## config.mk

```make
export PLATFORM = sky130hd
export DESIGN_NAME = bcd_rtc
export DESIGN_NICKNAME = d
export VERILOG_FILES = /design/src/rtl/bcd_rtc.sv
export SDC_FILE = /design/constraint.sdc
export NUM_CORES = 1
export LEC_CHECK = 0
export CAP_MARGIN = 20
export CORE_MARGIN = 3
export CORE_UTILIZATION = 47
export CTS_CLUSTER_SIZE = 10
export DETAILED_ROUTE_END_ITERATION = 8
export GPL_ROUTABILITY_DRIVEN = 0
export PLACE_DENSITY_LB_ADDON = 0.08
export SKIP_CTS_REPAIR_TIMING = 1
export SLEW_MARGIN = 15
export SYNTH_ARGS = -nofsm -noshare
export SYNTH_HDL_FRONTEND = slang
export SYNTH_SLANG_ARGS = --single-unit
```

## constraint.sdc

```tcl
create_clock -name clk_i -period 2.5 [get_ports clk_i]
set_input_delay 0.25 -clock clk_i [delete_from_list [all_inputs] [get_ports clk_i]]
set_output_delay 0.25 -clock clk_i [all_outputs]
set_load 0.03 [all_outputs]
```

## src/rtl/bcd_rtc.sv

```systemverilog
// bcd_rtc: BCD time-of-day counter with prescaler, time/alarm load, alarm pulse and 12h/24h display
module bcd_rtc #(
    parameter int TICK_DIV = 1
) (
    input  logic        clk_i,
    input  logic        rst_ni,
    input  logic        en_i,
    input  logic        mode_12h_i,
    input  logic        set_i,
    input  logic [23:0] set_time_i,
    input  logic        alarm_set_i,
    input  logic [23:0] alarm_time_i,
    input  logic        alarm_en_i,
    output logic [3:0]  hours_high_o,
    output logic [3:0]  hours_low_o,
    output logic [3:0]  minutes_high_o,
    output logic [3:0]  minutes_low_o,
    output logic [3:0]  seconds_high_o,
    output logic [3:0]  seconds_low_o,
    output logic        pm_o,
    output logic        tick_o,
    output logic        alarm_o,
    output logic        set_err_o
);
    localparam int CW = TICK_DIV > 1 ? $clog2(TICK_DIV) : 1;
    localparam logic [CW-1:0] LAST = CW'(TICK_DIV - 1);
    logic [CW-1:0] cnt;
    logic [23:0]   tm, alm, tm_inc;
    logic          tick, set_ok, alm_ok, c_sl, c_sh, c_ml, c_mh;
    function automatic logic valid(input logic [23:0] t);
        return t[23:20] <= 4'd2 && t[19:16] <= 4'd9 && t[15:12] <= 4'd5 &&
               t[11:8] <= 4'd9 && t[7:4] <= 4'd5 && t[3:0] <= 4'd9 &&
               !(t[23:20] == 4'd2 && t[19:16] > 4'd3);
    endfunction
    assign tick   = en_i && cnt == LAST;
    assign set_ok = valid(set_time_i);
    assign alm_ok = valid(alarm_time_i);
    assign c_sl   = tm[3:0] == 4'd9;
    assign c_sh   = c_sl && tm[7:4] == 4'd5;
    assign c_ml   = c_sh && tm[11:8] == 4'd9;
    assign c_mh   = c_ml && tm[15:12] == 4'd5;
    // Next time value one second ahead, rippling BCD carries digit by digit
    always_comb begin
        tm_inc[3:0]   = c_sl ? 4'd0 : tm[3:0] + 4'd1;
        tm_inc[7:4]   = c_sl ? (c_sh ? 4'd0 : tm[7:4] + 4'd1) : tm[7:4];
        tm_inc[11:8]  = c_sh ? (c_ml ? 4'd0 : tm[11:8] + 4'd1) : tm[11:8];
        tm_inc[15:12] = c_ml ? (c_mh ? 4'd0 : tm[15:12] + 4'd1) : tm[15:12];
        tm_inc[23:16] = !c_mh ? tm[23:16] :
                        tm[23:16] == 8'h23 ? 8'h00 :
                        tm[19:16] == 4'd9 ? {tm[23:20] + 4'd1, 4'd0} :
                        {tm[23:20], tm[19:16] + 4'd1};
    end
    // Prescaler and time registers; a load wins over a coincident tick
    always_ff @(posedge clk_i or negedge rst_ni) begin
        if (!rst_ni) begin
            cnt     <= '0;
            tm      <= '0;
            tick_o  <= 1'b0;
            alarm_o <= 1'b0;
        end else begin
            tick_o  <= tick && !set_i;
            alarm_o <= tick && !set_i && alarm_en_i && tm_inc == alm;
            if (set_i) begin
                if (set_ok) begin
                    tm  <= set_time_i;
                    cnt <= '0;
                end
            end else if (en_i) begin
                cnt <= tick ? '0 : cnt + 1'b1;
                if (tick) tm <= tm_inc;
            end
        end
    end
    // Alarm register and invalid-load flag
    always_ff @(posedge clk_i or negedge rst_ni) begin
        if (!rst_ni) begin
            alm       <= '0;
            set_err_o <= 1'b0;
        end else begin
            set_err_o <= (set_i && !set_ok) || (alarm_set_i && !alm_ok);
            if (alarm_set_i && alm_ok) alm <= alarm_time_i;
        end
    end
    // Hours display: 24h passthrough, or 12h remap with pm flag
    always_comb begin
        hours_high_o = tm[23:20];
        hours_low_o  = tm[19:16];
        pm_o         = 1'b0;
        if (mode_12h_i) begin
            pm_o = tm[23:20] == 4'd2 || (tm[23:20] == 4'd1 && tm[19:16] >= 4'd2);
            if (tm[23:16] == 8'h00) begin
                hours_high_o = 4'd1;
                hours_low_o  = 4'd2;
            end else if (tm[23:20] == 4'd1 && tm[19:16] >= 4'd3) begin
                hours_high_o = 4'd0;
                hours_low_o  = tm[19:16] - 4'd2;
            end else if (tm[23:20] == 4'd2 && tm[19:16] <= 4'd1) begin
                hours_high_o = 4'd0;
                hours_low_o  = tm[19:16] + 4'd8;
            end else if (tm[23:20] == 4'd2) begin
                hours_high_o = 4'd1;
                hours_low_o  = tm[19:16] - 4'd2;
            end
        end
    end
    assign minutes_high_o = tm[15:12];
    assign minutes_low_o  = tm[11:8];
    assign seconds_high_o = tm[7:4];
    assign seconds_low_o  = tm[3:0];
endmodule

```

---- After elaboration in Yosys (flattened, before gate mapping) ----
Index checks and enable logic that the tools add are counted.
word-level totals
  output and inout bits ................... 28
  word-level logic and storage cells ...... 113
  bits in read-only memories .............. 0
  latch bits .............................. 0
  bits in writable memories ............... 0
  memories ................................ 0
  register bits ........................... 52
operators by class
  equal/unequal tests ..................... 12
  magnitude comparators ................... 17
  multiplexer cells ....................... 29
  add/subtract/negate cells ............... 9
  shift operators ......................... 0
  $mul .................................... 0
  bitwise gates (word level) .............. 1
  divide/modulo/power cells ............... 0
  reduce and logical (&&, ||, !) cells .... 39
operator list
  cell                                                            count
  2-to-1 mux 24 bit                                               4
  2-to-1 mux 4 bit                                                17
  logical AND 1 bit                                               27
  adder 4 x 1 -> 4 bit, second input constant                     6
  == test 24 bit                                                  1
  less-or-equal comparator 4 bit, second input constant           6
  2-to-1 mux 8 bit                                                3
  less-or-equal comparator 4 x 3 -> 1 bit, second input constant  4
  == test 4 x 2 -> 1 bit, second input constant                   3
  == test 4 bit, second input constant                            3
  == test 4 x 3 -> 1 bit, second input constant                   2
  == test 8 x 6 -> 1 bit, second input constant                   1
  >= comparator 4 x 2 -> 1 bit, second input constant             2
  > comparator 4 x 2 -> 1 bit, second input constant              2
  less-or-equal comparator 4 x 2 -> 1 bit, second input constant  2
  zero test 8 bit                                                 1
  zero test 1 bit                                                 5
  2-to-1 mux 1 bit                                                5
  adder 4 bit, second input constant                              1
  == test 4 x 1 -> 1 bit, second input constant                   1
  less-or-equal comparator 4 x 1 -> 1 bit, second input constant  1
  nonzero test 2 bit                                              2
  subtractor 4 x 2 -> 4 bit, second input constant                1
  AND reduction 3 bit                                             1
  other kinds (5)                                                 6

---- Logic depth before layout (Yosys ltp) ----
Gate-level depths: netlist of run 1.
  word-level depth ........................ 10
  gate-level depth with buffers ........... 10
  gate-level depth less buffers ........... 9

---- Least setup slack after synthesis of run 1 ----
No wires, ideal clock.
  path kind ............................... register -> register
  start ................................... reg tm[12]
  end ..................................... reg alarm_o
  data arrival time ....................... 2.397 ns
  library setup time ...................... 0.096 ns
  cell stages (with the launch flop) ...... 10
  slack ................................... 0.008 ns
  required time ........................... 2.404 ns
  buffers on the path ..................... 1
  clock period less this slack ............ 2.492 ns
  cells stage by stage .................... dfrtp_1 > ha_1 > and3b_1 > clkbuf_1 > and4_1 > and3_1 > nor4_1 > xnor2_1 > nand4_1 > nor4_2
between the ends
  word-level cells in the longest chain between the ends .. 6
  elaborated cells between the ends (all ways) .. 8
  classes of those cells .................. 1 x add/sub; 2 x eq/ne; 3 x mux; 2 x reduce/logical
RTL lines
  element                                                                       RTL line  text
  start, declared                                                               28        logic [23:0] tm, alm, tm_inc;
  start signal, assigned                                                        65        tm <= set_time_i;
  start signal, assigned                                                        70        if (tick) tm <= tm_inc;
  parallel branches: the longest is 4 deep, another holds adder 4 x 1 -> 4 bit  --
  == test 24 bit (*)                                                            62        alarm_o <= tick && !set_i && alarm_en_i && tm_inc == alm;
  logical AND 1 bit (*)                                                         62
  end signal, assigned                                                          62
  end, declared                                                                 22        output logic alarm_o,
Mark *: on every way between the ends.
A chain may end at the register's enable or synchronous reset.

---- Final worst setup path of run 1 ----
  start ................................... reg tm[17]
  end ..................................... out hours_low_o[3]
between the ends
  word-level cells in the longest chain between the ends .. 6
  elaborated cells between the ends (all ways) .. 12
  classes of those cells .................. 2 x add/sub; 2 x order compare; 5 x mux; 3 x reduce/logical
RTL lines
  element                                                                               RTL line     text
  subtractor 4 x 2 -> 4 bit or less-or-equal comparator 4 x 1 -> 1 bit (tied branches)  96, 102, 97
  2-to-1 mux 4 bit or logical AND 1 bit (tied branches)                                 100, 97
  2-to-1 mux 4 bit                                                                      97           end else if (tm[23:20] == 4'd2 && tm[19:16] <= 4'd1) begin
  2-to-1 mux 4 bit                                                                      94           end else if (tm[23:20] == 4'd1 && tm[19:16] >= 4'd3) begin
  2-to-1 mux 4 bit (*)                                                                  91           if (tm[23:16] == 8'h00) begin
  2-to-1 mux 4 bit (*)                                                                  89           if (mode_12h_i) begin
  end, declared                                                                         15           output logic [3:0] hours_low_o,
Mark *: on every way between the ends. The rest lies on a longest branch, timed or not.

==> qor.yml, run 1 <==
outcome:
  outcome: "finished, final reports clean"
synth:
  synthTopCellsByArea: "dfrtp_1 33%, o21ai_0 6.2%, mux2_2 5.7%"
  synthCells: 447
  synthTopCellsByCount: "52 x dfrtp_1, 49 x o21ai_0, 28 x a21oi_1"
  synth.distinct_cells: 72
  synth-seq-cells: 52
  synth_top_cell_by_area: "dfrtp_1"
  ys_seq_area_frac: 0.328
  synthFlopType: "dfrtp_1"
  yosysMostFrequentCell: "dfrtp_1"
  ys_warn_count: 0
  syn-num-nets: 514
  syn_area_um2: 3970
  synth_edf_count: 0
  synth_top_area_share: 0.328
  syn_area_per_cell_um2: 8.88
  async_reset_ff_frac: 1.00
floorplan:
  die_w_um: 97.9
  num_rows: 32
  chipHeight_um: 97.9
  pin_count: 83
  design.die.area_um2: 9580
  initial_core_util: 0.498
  coreArea_um2: 7970
layout:
  finalNetCount: 593
  finalNonFillerCells: 629
  layout-drive-gt1-share: 0.195
  n_fill_cell: 690
  diodes: 0
  area_growth_pct: 28.0
placed_design:
  dp.cells: 620
  io_buffers: 82
  post-dp-hpwl_mm: 9.10
timing:
  tightest_slew_ns: 0.621
  period_minus_slack_ns: 2.37
  max-slew-margin-rel: 0.582
  fin_skew_ns: 0.0161
  slew_violations: 0
  whs_ns: 0.451
  final.period_utilization: 0.947
  timing.final.hold_violations: 0
  setup_viol: 0
  fmax_mhz: 423
grt:
  overflow: 0
  grt_pass1_wl_mm: 18.7
  gr-usage-all-layers: 0.243
  grt_max_degree: 31
  antenna_found_initial: 0
  grt_pass1_vias: 3502
routing:
  ant_nets: 0
  routed_via_density: 6.09
  routed_wl_mm: 11.7
  vias: 3833
  drc: 0
  drtIter0Drc: 389
  firstDrtPassIters: 5
  drt-wirelength-per-cell_um: 18.6
worst_setup_path:
  crit_path_start_kind: "flip-flop"
  crit_path_max_fanout: 12
  cp.required_ns: 2.25
  path_class: "reg2out"
  critPathArrivalTime_ns: 2.12
  worstSetupEndpointType: "output pin"
worst_hold_path:
  min_path_type: "in2async"
clock_network:
  path_clk_slew_ns: 0.11
  cts_root_buf: "clkbuf_8"
  htree_num_levels: 2
  clkLatencyLatePin_ns: 0.32
  cts_tree: "yes"
  clk_path_buf_depth: 2
  cts.sinks: 52
  cts_buffers: 5
pwr:
  peakVddDrop_uv: 254
  p_per_area_nw_per_um2: 569
  leakage_nw: 2.15
run:
  maxCapViolations: 0
## path summary, 6_finish.rpt
path	start	end	slack (ns)	depth (start not counted)
worst min register to register	alm[23]	alm[23]	0.53	1
min in group clk_i	set_time_i[0]	tm[0]	0.50	3
worst max-delay path	tm[17]	hours_low_o[3]	0.13	8
worst max register to register	tm[4]	alarm_o	0.16	8
worst min-delay path	rst_ni	tm[19]	0.45	2
max in group asynchronous	rst_ni	alm[13]	1.46	3
## through the flow
stage / utilization / power (mW) / instance area (µm²) / TNS (ns) / setup slack (ns)
after global placement: 0.617 / 2.33 / 4920 / 0 / 0.134
after CTS: 0.628 / 2.86 / 5010 / -0.0677 / -0.0449
after detailed placement: 0.617 / 2.36 / 4920 / 0 / 0.0606
after floorplan: - / 1.91 / 3970 / 0 / 0.00761
after global routing: 0.638 / 3.05 / 5080 / -0.0126 / -0.0126
final: 0.638 / 2.89 / 5080 / 0 / 0.133
## report_power, final
part	internal, mW	switching, mW	leakage, nW
logic	0.595	0.722	1.45
clock network	0.200	0.317	0.0445
registers	0.935	0.124	0.658
total	1.73	1.16	2.15
## logic make-up (layout without fill, tap and decap cells)
| family | after synthesis | count (layout) | synth area share |
|---|---|---|---|
| DFF | 52 | 52 | 0.328 |
| and+or+nand+nor | 136 | 136 | 0.212 |
| xor gates and xnor gates | 26 | 26 | 0.0574 |
| AOI/OAI and AO/OA | 129 | 129 | 0.204 |
| buffers and inverters | 67 | 147 | 0.0914 |
| muxes | 25 | 25 | 0.0694 |
| adders and majority gates | 12 | 12 | 0.0378 |
## state kept, by name, summed over array words and instances, names as in the netlist
signal / count
alm: 24
tm: 24
alarm_o: 1
cnt: 1
set_err_o: 1
tick_o: 1
## cell usage in the layout, fill, tap and decap left out, types with 3 or more instances in the layout
cell             count
a211oi_1             4
a21oi_1             27
a221o_1              3
a22oi_1              6
a31oi_1              5
and2_1               3
and3_1               3
and4_1               3
buf_4               43
clkbuf_8             5
clkdlybuf4s50_1     75
dfrtp_1             49
dfrtp_2              3
ha_1                12
inv_1               17
mux2_2              20
mux2i_1              5
nand2_1             26
nand2b_1             5
nand3_1              8
nand4_1              8
nor2_1              20
nor2b_1              8
nor3_1              11
nor4_1              10
o21ai_0             47
or3_1                4
xnor2_1             12
xor2_1              14
## layout make-up
class | count | area, µm² | share of cell area
multi-input cells | 328 | 2370 | 0.467
clock inverters | 3 | 21.3 | 0.00419
inverters | 17 | 63.8 | 0.0126
flip-flops and latches | 52 | 1310 | 0.257
repair buffers | 122 | 1120 | 0.221
well taps | 102 | 128 | 0.0251
clock buffers | 5 | 68.8 | 0.0135
## metal layers
metal	wire, µm	GRT usage
met5	0	0
met2	5300	0.365
met3	1070	0.0421
met4	134	0.0575
met1	5210	0.363
## worst max-delay path: stages, from the launching register on
cell     delay (ns)
dfrtp_2        0.51
and2_1         0.23
o311a_1        0.36
a21oi_2        0.18
o21ai_0        0.09
nor2_1         0.09
nor2_1         0.04
a21oi_1        0.11
buf_4          0.17
Note: power is estimated with default switching activity, not from simulation.
==> run 2: changes to the inputs <==
PLACE_DENSITY = 0.77   (was not set)
PLACE_DENSITY_LB_ADDON = not set   (was 0.08)
RECOVER_POWER = 50   (was not set)
==> qor.yml, run 2 (synthesis results as in run 1) <==
clock_network:
  clkLatencyLatePin_ns: 0.31  # about the same
  clk_path_buf_depth: 2  # unchanged
  cts_buffers: 5  # unchanged
  cts_root_buf: "clkbuf_8"
  cts.sinks: 52  # unchanged
  cts_tree: "yes"
  htree_num_levels: 2  # unchanged
  path_clk_slew_ns: 0.10  # about the same
pwr:
  power_switching_mw: 1.17  # +0.84%
  p_per_area_nw_per_um2: 570  # +0.15%
  peakVddDrop_uv: 270  # +6.3%
  leakage_nw: 2.13  # -0.91%
  seqPwrFrac: 0.368  # +0.002
  internal_power_mw: 1.74  # +0.43%
  combPwrFrac: 0.461  # +0.006
  p_sw_frac: 0.403  # +0.000973
  clockPowerShare: 0.171  # -0.008
timing:
  max-slew-margin-rel: -0.189  # -0.770
  fin_ws_ns: 0.0149  # -0.119 ns
  fmax_mhz: 402  # -4.8%
  period_minus_slack_ns: 2.49  # +0.119 ns
  grt_setup_unrepaired: "yes"
  setup_viol: 0  # unchanged
  final.period_utilization: 0.994  # +0.0474
  tightest_slew_ns: 1.78  # +1.16 ns
  timing.final.hold_violations: 0  # unchanged
  tns_ns: 0  # unchanged
  fin_skew_ns: 0.00719  # -0.00896 ns
  whs_ns: 0.396  # -0.0557 ns
  slew_violations: 31  # +31
grt:
  gr-usage-all-layers: 0.236  # -0.00686
  antenna_found_initial: 0  # unchanged
  grt_max_degree: 31  # unchanged
  grt_pass1_wl_mm: 18.4  # -1.7%
  grt_pass1_vias: 3615  # +3.2%
  overflow: 0  # unchanged
worst_setup_path:
  crit_path_max_fanout: 4  # -8
  cp-startpoint: "tm[20]"
  crit_chain: "inv_1 -> ha_1 -> nor4b_4 -> nand2_1 -> a2111oi_4 -> o21ai_1 -> xnor2_1 -> nand4_1 -> nor4_2"
  worstSetupEndpointType: "flip-flop"
  crit_cells: 9  # +1
  cpMaxStageDelayCell: "dfrtp_1"
  cp.required_ns: 2.72  # +0.47 ns
  cp.buffers_inverters: 1  # unchanged
  reg2reg_to: "alarm_o"
  crit_path_start_kind: "flip-flop"
  path_delay_family: "simple AND/OR/NAND/NOR gates"
  cpPeakStageDelay_ns: 0.41  # -0.10 ns
  r2r_cells: 9  # +1
  worstSetupEndpoint: "alarm_o"
  reg2reg_slack_ns: 0.01  # -0.15 ns
  path_class: "reg2reg"
  reg2reg_from: "tm[20]"
  critPathArrivalTime_ns: 2.71  # +0.59 ns
placed_design:
  io_buffers: 82  # unchanged
  dp_slack_ns: -0.0934  # -0.154 ns
  post-dp-hpwl_mm: 9.04  # -0.63%
  placed_area_um2: 4910  # -0.10%
floorplan:
  die_w_um: 97.9  # unchanged
  design.die.area_um2: 9580  # unchanged
  initial_core_util: 0.498  # unchanged
  chipHeight_um: 97.9  # unchanged
  pin_count: 83  # unchanged
  num_rows: 32  # unchanged
  coreArea_um2: 7970  # unchanged
layout:
  final_area_um2: 5100  # +0.44%
  finalNetCount: 596  # +0.51%
  layout-drive-gt1-share: 0.194  # -0.00111
  final_common_cell: "clkdlybuf4s50_1"
  diodes: 0  # unchanged
  reg_top3: "alm x24, tm x24"
  final_cell_mix: "71 x clkdlybuf4s50_1, 50 x dfrtp_1, 47 x o21ai_0"
  area_growth_pct: 28.6
routing:
  firstDrtPassIters: 6  # +1
  ant_nets: 0  # unchanged
  routed_wl_mm: 11.9  # +1.9%
  drt-wirelength-per-cell_um: 18.9  # +1.4%
  drtIter0Drc: 443  # +14%
  drc: 0  # unchanged
  routed_via_density: 6.22  # +2.0%
  vias: 3930  # +2.5%
run:
  maxCapViolations: 1  # +1
worst_hold_path:
  min_path_type: "in2async"
outcome:
  outcome: "finished, violations left"
  violations: "capacitance limit, slew limit"
-- run 2: changes by cell type in the layout (fill, tap and decap cells not counted), sizes merged --
cell / before / now
buf: 45 / 42
dlymetal6s2s: 1 / 0
dlygate4sd3: 1 / 5
clkbuf: 5 / 12
clkdlybuf4s50: 75 / 71
-- run 2: final cells by class --
type	count	area, µm²
fill	634	2860
timing repair buffer	125	1100
sequential	52	1300
clock inverter	3	21.3
clock buffer	5	68.8
tap	102	128
multi-input combinational	328	2410
inverter	17	63.8
-- run 2: worst min-delay path by stage --
stage | cells after the start | to | slack [ns] | from
2_1_floorplan | 0 | alarm_o | -0.05 | rst_ni
4_1_cts | 1 | cnt | 0.004 | rst_ni
6_report | 1 | cnt | 0.40 | rst_ni
5_1_grt | 1 | alm[0] | 0.52 | rst_ni
3_5_place_dp | 1 | cnt | 0.35 | rst_ni
3_3_place_gp | 1 | cnt | 0.35 | rst_ni
-- run 2: layer usage --
layer	track usage	wire, µm	vias up
li1	-	-	1797
met1	0.329	4940	1854
met2	0.363	5540	238
met3	0.0479	1120	41
met4	0.0831	340	0
met5	0	0	-
-- run 2: worst reg2reg max path: stages, from the launching register on --
cell,delay [ns]
dfrtp_1,0.41
inv_1,0.13
ha_1,0.20
nor4b_4,0.32
nand2_1,0.20
a2111oi_4,0.41
o21ai_1,0.16
xnor2_1,0.17
nand4_1,0.13
nor4_2,0.28
-- run 2: power by group through the flow --
stage	sequential, mW	clock (mW)	combinational [mW]
2_1_floorplan	1.04	0	0.868
3_3_place_gp	1.06	0	1.25
3_5_place_dp	1.07	0	1.28
4_1_cts	1.05	0.498	1.28
5_1_grt	1.08	0.527	1.44
6_report	1.07	0.498	1.34
-- run 2: through the flow --
step / utilization / power [mW] / instances
3_3_place_gp: 0.617 / 2.31 / 621
5_1_grt: 0.641 / 3.05 / 632
3_5_place_dp: 0.617 / 2.34 / 621
4_1_cts: 0.628 / 2.83 / 629
2_1_floorplan: - / 1.91 / 447
6_report: 0.641 / 2.91 / 632
==> run 3: changes to the inputs <==
SLEW_MARGIN = 25   (was 15)
==> results of run 3 <==
The final DEF is identical to that of run 2; final timing and power are the same.
